**src/rtl/sub_nibble_serial_pkg.sv**
```systemverilog
// -----------------------------------------------------------------------------
// subnib_pkg
// Shared definitions for the serial uLBC substitution layer:
//   - SBOX / SBOX_INV : 4-bit S-box and its inverse (the inverse table only
//                       exists when SUBNIB_INV_EN is defined)
//   - subnib_state_e  : control FSM states
//   - subnib_params_ok: STATE_W / LANES legality check used at elaboration
//   - subnib_cnt_w    : beat counter width, max(1, $clog2(beats))
// Optional feature macro: SUBNIB_INV_EN
// -----------------------------------------------------------------------------
package subnib_pkg;

    typedef enum logic [1:0] {
        IDLE = 2'd0,
        BUSY = 2'd1,
        DONE = 2'd2
    } subnib_state_e;

    localparam logic [3:0] SBOX [16] = '{
        4'hC, 4'h5, 4'h6, 4'hB, 4'h9, 4'h0, 4'hA, 4'hD,
        4'h3, 4'hE, 4'hF, 4'h8, 4'h4, 4'h7, 4'h1, 4'h2
    };

`ifdef SUBNIB_INV_EN
    localparam logic [3:0] SBOX_INV [16] = '{
        4'h5, 4'hE, 4'hF, 4'h8, 4'hC, 4'h1, 4'h2, 4'hD,
        4'hB, 4'h4, 4'h6, 4'h3, 4'h0, 4'h7, 4'h9, 4'hA
    };
`endif

    // State must split into whole nibbles, and the nibbles into whole beats.
    function automatic logic subnib_params_ok(input int state_w, input int lanes);
        logic ok_s;
        if ((state_w <= 32'sd0) || (lanes <= 32'sd0)) begin
            ok_s = 1'b0;
        end else if ((state_w % 32'sd4) != 32'sd0) begin
            ok_s = 1'b0;
        end else if (((state_w / 32'sd4) % lanes) != 32'sd0) begin
            ok_s = 1'b0;
        end else begin
            ok_s = 1'b1;
        end
        return ok_s;
    endfunction

    function automatic int subnib_cnt_w(input int beats);
        return (beats > 32'sd1) ? $clog2(beats) : 32'sd1;
    endfunction

endpackage

```
**src/rtl/sub_nibble_serial_sbox.sv**
```systemverilog
// -----------------------------------------------------------------------------
// sbox_nibble
// Combinational 4-bit S-box lookup.
// Ports:
//   inv  : select inverse table (present only with SUBNIB_INV_EN)
//   din  : input nibble
//   dout : substituted nibble
// -----------------------------------------------------------------------------
module sbox_nibble
    import subnib_pkg::*;
(
`ifdef SUBNIB_INV_EN
    input  logic       inv,
`endif
    input  logic [3:0] din,
    output logic [3:0] dout
);

    // Table lookup, forward or inverse.
    always_comb begin
`ifdef SUBNIB_INV_EN
        if (inv) begin
            dout = SBOX_INV[din];
        end else begin
            dout = SBOX[din];
        end
`else
        dout = SBOX[din];
`endif
    end

endmodule

```
**src/rtl/sub_nibble_serial.sv**
```systemverilog
// -----------------------------------------------------------------------------
// sub_nibble_serial
// Area-scalable uLBC substitution layer. The state is loaded into a shift
// register; each BUSY cycle the top LANES nibbles are substituted and the
// register is rotated left by one slice, so after BEATS cycles every nibble
// has been substituted and the register is back in original order.
// Parameters: STATE_W (state bits, multiple of 4), LANES (S-boxes per cycle).
// Ports:
//   clk, rst            : clock, synchronous active-high reset
//   in_valid / in_ready : input handshake (in_ready high only in IDLE)
//   s_in                : input state, nibble 0 in the MSBs
//   inv                 : inverse select, sampled on accept (SUBNIB_INV_EN only)
//   out_valid/out_ready : output handshake
//   s_out               : result, valid only while out_valid is high
// Optional feature macro: SUBNIB_INV_EN
// -----------------------------------------------------------------------------
module sub_nibble_serial
    import subnib_pkg::*;
#(
    parameter int STATE_W = 128,
    parameter int LANES   = 8
) (
    input  logic               clk,
    input  logic               rst,
    input  logic               in_valid,
    output logic               in_ready,
    input  logic [STATE_W-1:0] s_in,
`ifdef SUBNIB_INV_EN
    input  logic               inv,
`endif
    output logic               out_valid,
    input  logic               out_ready,
    output logic [STATE_W-1:0] s_out
);

    localparam int SLICE_W = 32'sd4 * LANES;
    localparam int BEATS   = (SLICE_W > 32'sd0) ? (STATE_W / SLICE_W) : 32'sd1;
    localparam int CNT_W   = subnib_cnt_w(BEATS);
    localparam logic [CNT_W-1:0] LAST_BEAT = CNT_W'(BEATS - 32'sd1);
    localparam logic [CNT_W-1:0] CNT_ONE   = CNT_W'(32'sd1);

    if (!subnib_params_ok(STATE_W, LANES)) begin : g_param_check
        $fatal(1, "sub_nibble_serial: illegal STATE_W/LANES combination");
    end

    subnib_state_e      state_r;
    subnib_state_e      state_nx_s;
    logic [CNT_W-1:0]   beat_r;
    logic [STATE_W-1:0] shreg_r;
    logic [STATE_W-1:0] merged_s;
    logic [STATE_W-1:0] rot_s;
    logic [SLICE_W-1:0] sub_s;
    logic               in_ready_r;
    logic               out_valid_r;
    logic               in_ready_nx_s;
    logic               out_valid_nx_s;
`ifdef SUBNIB_INV_EN
    logic               inv_r;
`endif

    // S-box lanes: lane k handles nibble k of the current top slice.
    for (genvar k = 0; k < LANES; k++) begin : g_lane
        sbox_nibble u_sbox (
`ifdef SUBNIB_INV_EN
            .inv  (inv_r),
`endif
            .din  (shreg_r[STATE_W-1-4*k -: 4]),
            .dout (sub_s[SLICE_W-1-4*k -: 4])
        );
    end

    // Substitute the top slice, then rotate it to the bottom. Shifts are used
    // so that the single-beat case (slice == whole state) needs no special form.
    always_comb begin
        merged_s = shreg_r;
        merged_s[STATE_W-1 -: SLICE_W] = sub_s;
        rot_s = (merged_s << SLICE_W) | (merged_s >> (STATE_W - SLICE_W));
    end

    // FSM state register and registered handshake outputs.
    always_ff @(posedge clk) begin
        if (rst) begin
            state_r     <= IDLE;
            in_ready_r  <= 1'b1;
            out_valid_r <= 1'b0;
        end else begin
            state_r     <= state_nx_s;
            in_ready_r  <= in_ready_nx_s;
            out_valid_r <= out_valid_nx_s;
        end
    end

    // Next-state logic.
    always_comb begin
        state_nx_s = state_r;
        case (state_r)
            IDLE: begin
                if (in_valid) begin
                    state_nx_s = BUSY;
                end else begin
                    state_nx_s = IDLE;
                end
            end
            BUSY: begin
                if (beat_r == LAST_BEAT) begin
                    state_nx_s = DONE;
                end else begin
                    state_nx_s = BUSY;
                end
            end
            DONE: begin
                if (out_ready) begin
                    state_nx_s = IDLE;
                end else begin
                    state_nx_s = DONE;
                end
            end
            default: state_nx_s = IDLE;
        endcase
    end

    // Output decode from the next state so the handshake flops line up with
    // the state register.
    always_comb begin
        in_ready_nx_s  = 1'b0;
        out_valid_nx_s = 1'b0;
        case (state_nx_s)
            IDLE:    in_ready_nx_s  = 1'b1;
            BUSY:    in_ready_nx_s  = 1'b0;
            DONE:    out_valid_nx_s = 1'b1;
            default: in_ready_nx_s  = 1'b0;
        endcase
    end

    // Datapath: load on accept, substitute-and-rotate while busy, hold otherwise.
    always_ff @(posedge clk) begin
        if (rst) begin
            shreg_r <= '0;
            beat_r  <= '0;
`ifdef SUBNIB_INV_EN
            inv_r   <= 1'b0;
`endif
        end else begin
            case (state_r)
                IDLE: begin
                    if (in_valid) begin
                        shreg_r <= s_in;
                        beat_r  <= '0;
`ifdef SUBNIB_INV_EN
                        inv_r   <= inv;
`endif
                    end
                end
                BUSY: begin
                    shreg_r <= rot_s;
                    if (beat_r == LAST_BEAT) begin
                        beat_r <= '0;
                    end else begin
                        beat_r <= beat_r + CNT_ONE;
                    end
                end
                default: begin
                    shreg_r <= shreg_r;
                end
            endcase
        end
    end

    assign in_ready  = in_ready_r;
    assign out_valid = out_valid_r;
    assign s_out     = shreg_r;

endmodule

```
**config.mk**
```make
export PLATFORM = sky130hd
export DESIGN_NAME = sub_nibble_serial
export DESIGN_NICKNAME = d
export VERILOG_FILES = /design/src/rtl/sub_nibble_serial_pkg.sv /design/src/rtl/sub_nibble_serial_sbox.sv /design/src/rtl/sub_nibble_serial.sv
export SDC_FILE = /design/constraint.sdc
export NUM_CORES = 1
export LEC_CHECK = 0
export CORE_MARGIN = 2
export CORE_UTILIZATION = 40
export CTS_CLUSTER_DIAMETER = 30
export CTS_CLUSTER_SIZE = 12
export DETAILED_ROUTE_END_ITERATION = 7
export HOLD_SLACK_MARGIN = 0.08
export PLACE_DENSITY = 0.72
export SLEW_MARGIN = 40
export SYNTH_ARGS = -nofsm -noshare
export SYNTH_HDL_FRONTEND = slang
export SYNTH_HIERARCHICAL = 1
export SYNTH_SLANG_ARGS = --single-unit
```
**constraint.sdc**
```tcl
create_clock -name clk -period 1.9 [get_ports clk]
set_input_delay 0.19 -clock clk [delete_from_list [all_inputs] [get_ports clk]]
set_output_delay 0.19 -clock clk [all_outputs]
set_load 0.03 [all_outputs]
```
== After elaboration in Yosys (flattened, before gate mapping) ==
Memory sizes are Yosys's and may differ from the RTL's.
Cells that the tools add are included.
Cells by class
  $add $sub $neg: 1
  order comparisons: 8
  equality and inequality tests: 5
  mux-type cells: 27
  bitwise logic cells: 9
  reductions and logical operators: 4
Operators with widths (number)
  128-bit one-hot mux with 2 select lines: 1
  128-bit 2-to-1 mux: 1
  128-bit by 32-bit bitwise OR with 128-bit output: 1
  4-bit 2-to-1 mux: 16
  5-bit greater-or-equal comparator, second input constant: 8
  4-bit inverter with 5-bit output: 8
  2-bit 2-to-1 mux: 4
  2-bit == test, second input constant: 3
  2-bit one-hot mux with 3 select lines: 1
  2-bit logical NOT: 2
  2-bit one-hot mux with 2 select lines: 1
  1-bit 2-to-1 mux: 3
  2-bit by 1-bit adder with 2-bit output, second input constant: 1
  2-bit by 1-bit == test with 1-bit output, second input constant: 1
  2-bit != test, second input constant: 1
  2-bit AND reduction: 1
  2-bit nonzero test: 1
Storage, ports and cells
  flip-flop bits (word level): 134
  bits in read-only memories: 512
  input port bits: 132
  output and inout port bits: 130
  logic and storage cells: 67
  memories: 8
Memories
  (no name shown): words 16, bits a word 4, rd ports 1, clocked after memory_dff 0, write ports 0, RTL line sub_nibble_serial_sbox.sv:28  | dout = SBOX[din];
  (no name shown): words 16, bits a word 4, rd ports 1, clocked after memory_dff 0, write ports 0, RTL line sub_nibble_serial_sbox.sv:28
  (no name shown): words 16, bits a word 4, rd ports 1, clocked after memory_dff 0, write ports 0, RTL line sub_nibble_serial_sbox.sv:28
  (no name shown): words 16, bits a word 4, rd ports 1, clocked after memory_dff 0, write ports 0, RTL line sub_nibble_serial_sbox.sv:28
  (no name shown): words 16, bits a word 4, rd ports 1, clocked after memory_dff 0, write ports 0, RTL line sub_nibble_serial_sbox.sv:28
  (no name shown): words 16, bits a word 4, rd ports 1, clocked after memory_dff 0, write ports 0, RTL line sub_nibble_serial_sbox.sv:28
  +2 memories

== Depth between registers and ports, before layout ==
  depth after elaboration: 6
  depth in mapped cells: 6
  depth with buffers taken out: 6

== By module ==
Netlist, hierarchy kept.
By module, submodules not included
  sub_nibble_serial: instances 1, cells each 547, area an instance 6216.0 µm², seq. area each 2682.6 µm²
  sbox_nibble at g_lane[1].u_sbox ...: instances 7, cells each 18, area an instance 185.2 µm², seq. area each 0.0 µm²
  sbox_nibble at g_lane[0].u_sbox: instances 1, cells each 18, area an instance 178.9 µm², seq. area each 0.0 µm²

== Worst setup path before layout ==
No wires, ideal clock.
  kind: register -> register
  from: register shreg_r[124] (netlist: s_out[124])
  to: register shreg_r[30] (netlist: s_out[30])
  library setup time: 119 ps
  arrival: 1680 ps
  data required time: 1781 ps
  slack: 101 ps
  cell stages (with the launch flop): 6
  buffers on the path: 0
  clock period less this slack: 1799 ps
  cells stage by stage: dfxtp_1 inv_1 ha_1 mux4_2 mux2i_1 o2bb2ai_1
Between the ends
  cells in the longest elaborated chain, start to end: 6
Ends and longest elaborated chain
  start: declaration: RTL line sub_nibble_serial.sv:49  | logic [STATE_W-1:0] shreg_r;
  start signal: assignment: RTL line sub_nibble_serial.sv:147  | shreg_r <= s_in;
  start signal: assignment: RTL line sub_nibble_serial.sv:155  | shreg_r <= rot_s;
  start signal: assignment: RTL line sub_nibble_serial.sv:163  | shreg_r <= shreg_r;
  4-bit inverter with 5-bit output (not written as such): RTL line sub_nibble_serial_sbox.sv:28
  memory 16 x 4 bit
  4-bit 2-to-1 mux (not written as such) (2 in a row): RTL line sub_nibble_serial_sbox.sv:28
  net merged_s[126]: RTL line sub_nibble_serial.sv:50  | logic [STATE_W-1:0] merged_s;
  128-bit by 32-bit bitwise OR with 128-bit output: RTL line sub_nibble_serial.sv:77  | rot_s = (merged_s << SLICE_W) | (merged_s >> (STATE_W - SLICE_W));
  128-bit one-hot mux with 2 select lines: RTL line sub_nibble_serial.sv:144  | case (state_r)
The timed path passes the listed nets, and every way through them passes these cells. The select of a mux whose other input is x is not followed.
A chain may end at the register's enable or synchronous reset.

== Final worst setup path ==
  from: register shreg_r[114] (netlist: s_out[114])
  to: output port s_out[114]
RTL lines
  end: declaration: RTL line sub_nibble_serial.sv:33  | output logic [STATE_W-1:0] s_out
No word-level cell between the ends.

==> impl_metrics.py <==
metrics = {
    "clock_network": {
        "cts_root_buf": "clkbuf_16",
        "cts_max_level": 4,
        "cts_tree": "done",
        "clk_latency_ns": 0.41,
        "cts_hold_buf": 0,
        "clkTransAtPathRegs_ns": 0.06,
        "cts_sinks": 134,
        "cts_buffers": 17,
        "clk_path_buf_depth": 2,
    },
    "sta": {
        "post-route-min-period_ns": 1.82,
        "period_share": 0.959,
        "finClkSkew_ns": 0.00800,
        "tns_ns": 0,
        "hold_ws_ns": 0.400,
        "fmax_mhz": 549,
        "worst_pin_slew_ns": 0.672,
        "rsz0062_at_grt": "false",
        "relSlewSlack": 0.552,
        "setup_violations": 0,
        "slew_violations": 0,
        "hold_violations": 0,
    },
    "global_routing": {
        "antenna_found_initial": 0,
        "track_usage": 0.184,
        "grt_pass1_vias": 5619,
        "grt_pass1_wl_um": 30000,
        "grt_overflow": 0,
        "grt_max_degree": 54,
    },
    "finish": {
        "area_delta_synth_final_pct": 35.4,
        "nNetsFinal": 1026,
        "diodes": 0,
        "drive_gt1_frac": 0.0924,
    },
    "power_and_ir_drop": {
        "leakage_uw": 0.00386,
        "ir_drop_uv": 579,
        "seqPwrFrac": 0.365,
        "swShare": 0.299,
        "internal_power_uw": 6340,
        "pwr_density_cell_nw_per_um2": 868,
        "clkPwrFrac": 0.372,
        "comb_power_share": 0.263,
        "p_switching_uw": 2700,
    },
    "synth": {
        "synth_nets": 864,
        "ys_ff_latch": 134,
        "avgSynthCellArea_um2": 11.1,
        "synth.distinct_cells": 23,
        "synth-edff-count": 0,
        "synth_cells": 691,
        "synth_flop_cell": "dfxtp_1",
        "yosysSeqAreaShare": 0.349,
        "synth_area_leaders": "dfxtp_1 (35%), mux2i_1 (18%), o2bb2ai_1 (15%)",
        "ys_warn_count": 6,
        "synth_area_leader_cell": "dfxtp_1",
        "synth_top_cell_area_share": 0.349,
        "postSynth.asyncResetShare": 0,
        "yosys-top-cells-count": "mux2i_1 (136), o2bb2ai_1 (136), dfxtp_1 (134), buf_4 (120), ha_1 (41)",
        "syn_area_um2": 7690,
    },
    "worst_setup_path": {
        "crit_path_start": "s_out[114]$_SDFFE_PP0P_",
        "r2r-start": "s_out[97]$_SDFFE_PP0P_",
        "reg2reg_depth": 5,
        "path_depth": 1,
        "path_buf_inv": 1,
        "cp_slowest_cell": "clkdlybuf4s50_1",
        "path_cells": "clkdlybuf4s50_1",
        "worst-setup-path-type": "flip-flop to output pin",
        "cp.arrival_ns": 1.63,
        "path_delay_family": "buffers and inverters",
        "critPathLaunchType": "flip-flop",
        "r2r-end": "s_out[2]$_SDFFE_PP0P_",
        "slowest_delay_ns": 0.74,
        "path_max_fanout": 8,
        "crit_path_end": "s_out[114]",
        "worstPathRequired_ns": 1.71,
        "r2r_setup_slack_ns": 0.36,
        "end_kind": "output pin",
    },
    "route": {
        "drt_iter0_markers": 185,
        "routed_wl_um": 18800,
        "antenna_left": 0,
        "vias": 5685,
        "drt-vias-per-instance": 5.17,
        "drc": 0,
        "firstDrtPassIters": 4,
        "wl_per_cell_um": 17.1,
    },
    "floorplanning": {
        "ios": 262,
        "dieArea_um2": 20400,
        "core-area_um2": 18800,
        "die_x_um": 143,
        "die_y_um": 143,
        "rows": 50,
        "initial_core_util": 0.410,
    },
    "run_status": {
        "outcome": "finished, final reports clean",
    },
    "place": {
        "gp_congestion": 0.769,
        "portBuffers": 261,
        "dpl.hpwl_um": 13400,
    },
    "job": {
        "maxCapViolations": 0,
    },
    "min_path": {
        "min_path_type": "primary input to flip-flop",
        "hp-start": "out_ready",
    },
}
-- through the flow --
step	worst slack (ns)	area, um^2	cells	total power [uW]	utilization
2_1_floorplan	0.101	7690	691	5010	-
3_3_place_gp	0.167	9820	1068	5740	0.523
3_5_place_dp	0.119	9820	1068	5760	0.523
4_1_cts	0.0552	10400	1100	9140	0.555
5_1_grt	0.0184	10400	1100	9450	0.555
6_report	0.0778	10400	1100	9040	0.555
-- logic make-up after synthesis --
family          share of synthesized area
compound gates                      0.184
xor+xnor                          0.00911
fa+ha+maj                          0.0667
buf+inv                             0.153
flops                               0.349
mux                                 0.224
simple gates                       0.0143
-- worst min-delay path by stage --
stage                                   endpoint  slack (ns)  depth (start not counted)
final                      state_r[1]$_SDFF_PP0_        0.40                          2
after global routing       state_r[1]$_SDFF_PP0_        0.39                          2
after CTS                  state_r[1]$_SDFF_PP0_        0.39                          2
after detailed placement  s_out[66]$_SDFFE_PP0P_        0.47                          1
after global placement    s_out[65]$_SDFFE_PP0P_        0.47                          1
after floorplan           beat_r[0]$_SDFFE_PP0P_        0.26                          1
-- power by group through the flow --
stage                     Sequential [uW]  Clock [uW]  Combinational [uW]
final                                3300        3360                2380
after global routing                 3340        3570                2540
after CTS                            3300        3440                2400
after detailed placement             3360           0                2400
after global placement               3360           0                2380
after floorplan                      3410           0                1600
-- layer usage --
| layer | wire length (um) | vias to the layer above | GRT usage |
|---|---|---|---|
| met3 | 980 | 18 | 0.0443 |
| met4 | 269 | 0 | 0.0578 |
| met1 | 8800 | 2745 | 0.246 |
| met5 | 0 | - | 0 |
| li1 | - | 2779 | - |
| met2 | 8780 | 143 | 0.294 |
-- flip-flops by register name, indices dropped and copies added (netlist names) --
register,cells
s_out,128
beat_r,2
state_r,2
in_ready,1
out_valid,1
-- timing repair --
action	in CTS	in global routing
resized for setup	7	1
endpoints found under the setup margin	7	1
setup buffers	0	0
-- layout by cell type, fill, tap and decap left out, types with 3 or more instances in the layout --
master and n:
buf_12 6, buf_4 23, bufinv_16 3, clkbuf_16 17, clkdlybuf4s50_1 253, clkinv_2 5, clkinv_4 3, dfxtp_1 133
dlygate4sd2_1 7, ha_1 41, inv_1 25, mux2i_1 136, mux4_2 16, nor2_1 5, nor3b_1 8, o21a_1 8
o21ai_0 8, o21bai_1 9, o2bb2ai_1 136, xnor2_1 8
-- layout make-up --
class,instances,area [um^2]
Fill cell,1622,8350
Timing Repair Buffer,290,2900
Tap cell,234,293
Inverter,25,93.8
Sequential cell,134,2690
Clock inverter,13,156
Multi-Input combinational cell,385,3840
Clock buffer,19,443
Power figures use the tool's default switching activity.
==> RTL edit: new RTL, config.mk and constraints unchanged <==
Encoding of `subnib_state_e`: now one-hot (3 bits for 3 states).
--- a/src/rtl/sub_nibble_serial_pkg.sv
+++ b/src/rtl/sub_nibble_serial_pkg.sv
@@ -12,6 +12,6 @@
 
-    typedef enum logic [1:0] {
-        IDLE = 2'd0,
-        BUSY = 2'd1,
-        DONE = 2'd2
+    typedef enum logic [2:0] {
+        IDLE = 3'b001,
+        BUSY = 3'b010,
+        DONE = 3'b100
     } subnib_state_e;
Function: same outputs for any inputs over 4 cycles, from zero or initial values and one cycle with rst high; so few cycles prove little.
==> RTL edit against the original RTL <==
Critical path depth unchanged; total power up 15%; cell area up 12%; final cell count up 18%; clock power up 12%; largest cell class unchanged; die area up 13%; sequential cell count up 1; worst setup slack worse by 0.021 ns; wire length up 30%; area after synthesis up 13%; combinational power up 34%; utilization down 0.44 points.
==> RTL edit: results (changes against the original RTL) <==
outcome:
  status: "completed"  # unchanged
critical_path:
  cp.arrival_ns: 1.65  # was 1.63 ns
sta:
  slew_headroom_pct: 52.1  # was 55.2%
  skew_ns: 0.0108  # was 0.00800 ns
synth:
  ys_top_cells_by_area: "dfxtp_1 31%, a221oi_2 21%, buf_4 8.3%"  # was dfxtp_1 35%, mux2i_1 18%, o2bb2ai_1 15%
  synth-compound-area-share_pct: 34.8  # was 18.4%
  seq_area_frac_synth_pct: 31.1  # was 34.9%
  yosys.area_share.xor_xnor_pct: 0.807  # was 0.911%
  synthDistinctLibCells: 33  # was 23
  synthTopCellsByCount: "154 x inv_1, 135 x dfxtp_1, 120 x a221oi_2, 96 x buf_4, 96 x o22ai_1"  # was 136 x mux2i_1, 136 x o2bb2ai_1, 134 x dfxtp_1, 120 x buf_4, 41 x ha_1
  synth_mux_area_share_pct: 5.07  # was 22.4%
  ys_ff_latch: 135  # was 134
  synth_adder_area_share_pct: 5.91  # was 6.67%
  synth.avg_cell_area_um2: 10.1  # was 11.1 um^2
drt:
  wl_per_cell_um: 18.9  # was 17.1 um
  route.met2.wl_um: 11600  # was 8780 um
  vias: 7168  # was 5685
  vias_per_cell: 5.54  # was 5.17
  drt_iter0_markers: 333  # was 185
  route.layer.met1.wl_um: 10700  # was 8800 um
  dr_wl_met3_um: 1620  # was 980 um
  drtPass1Iterations: 6  # was 4
layout:
  fill_cells: 1878  # was 1622
  clock_area_share_pct: 5.79  # was 5.76%
  num-clock-buffers: 21  # was 19
  utilization_pct: 55.0  # was 55.5%
  register_area_mm2: 0.00270  # was 0.00269 mm^2
  nonClockInverterCount: 154  # was 25
  finalNetCount: 1178  # was 1026
  nNonClkBuffers: 307  # was 290
  nonClkBufAreaFrac_pct: 26.8  # was 27.8%
  multi_input_gates: 390  # was 385
  multiInputGateArea_mm2: 0.00422  # was 0.00384 mm^2
power:
  sw_frac_of_total_pct: 31.3  # was 29.9%
  p_leak_nw: 4.21  # was 3.86 nW
  powerClk_mw: 3.78  # was 3.36 mW
  powerDensity_mw_per_mm2: 892  # was 868 mW/mm^2
global_routing:
  use_met3_pct: 5.51  # was 4.43%
  grt_pass1_wl_um: 37200  # was 30000 um
  use_met1_pct: 26.6  # was 24.6%
  grtUsageTotal_pct: 20.8  # was 18.4%
  grt_busiest_layer: "met2"  # unchanged
  grt_use_met2_pct: 34.2  # was 29.4%
placement:
  hpwl_um: 17000  # was 13400 um
  placed_area_mm2: 0.0110  # was 0.00982 mm^2
  pre_cts_slack_ns: 0.102  # was 0.119 ns
  routabilityCongestion: 0.805  # was 0.769
clock_network:
  post_cts_resized: 8  # was 7
  htreeDepth: 4  # unchanged
  clock_latency_ns: 0.43  # was 0.41 ns
die:
  die_area_mm2: 0.0229  # was 0.0204 mm^2
==> RTL edit: changes by cell type in the layout (fill, tap and decap cells not counted), sizes merged, moves of 18 or more <==
| cell | delta |
|---|---|
| o2bb2ai | -128 |
| buf | +18 |
| o32ai | +32 |
| a221oi | +128 |
| o22ai | +96 |
| mux2i | -128 |
| inv | +129 |
==> RTL edit: kinds of logic after synthesis <==
family          Yosys count
simple gates             23
xor+xnor                  8
mux                      24
flops                   135
compound gates          294
buf+inv                 332
fa+ha+maj                41
==> RTL edit: worst paths after layout <==
| kind | start | endpoint | slack, ns | cells past startpoint |
|---|---|---|---|---|
| setup / recovery | s_out[102]$_SDFFE_PP0P_ | s_out[102] | 0.06 | 1 |
| hold / removal | rst | beat_r[0]$_SDFFE_PP0P_ | 0.26 | 2 |
| setup reg to reg | state_r[0]$_SDFF_PP1_ | s_out[66]$_SDFFE_PP0P_ | 0.12 | 4 |
| hold reg to reg | beat_r[1]$_SDFFE_PP0P_ | beat_r[1]$_SDFFE_PP0P_ | 0.47 | 2 |
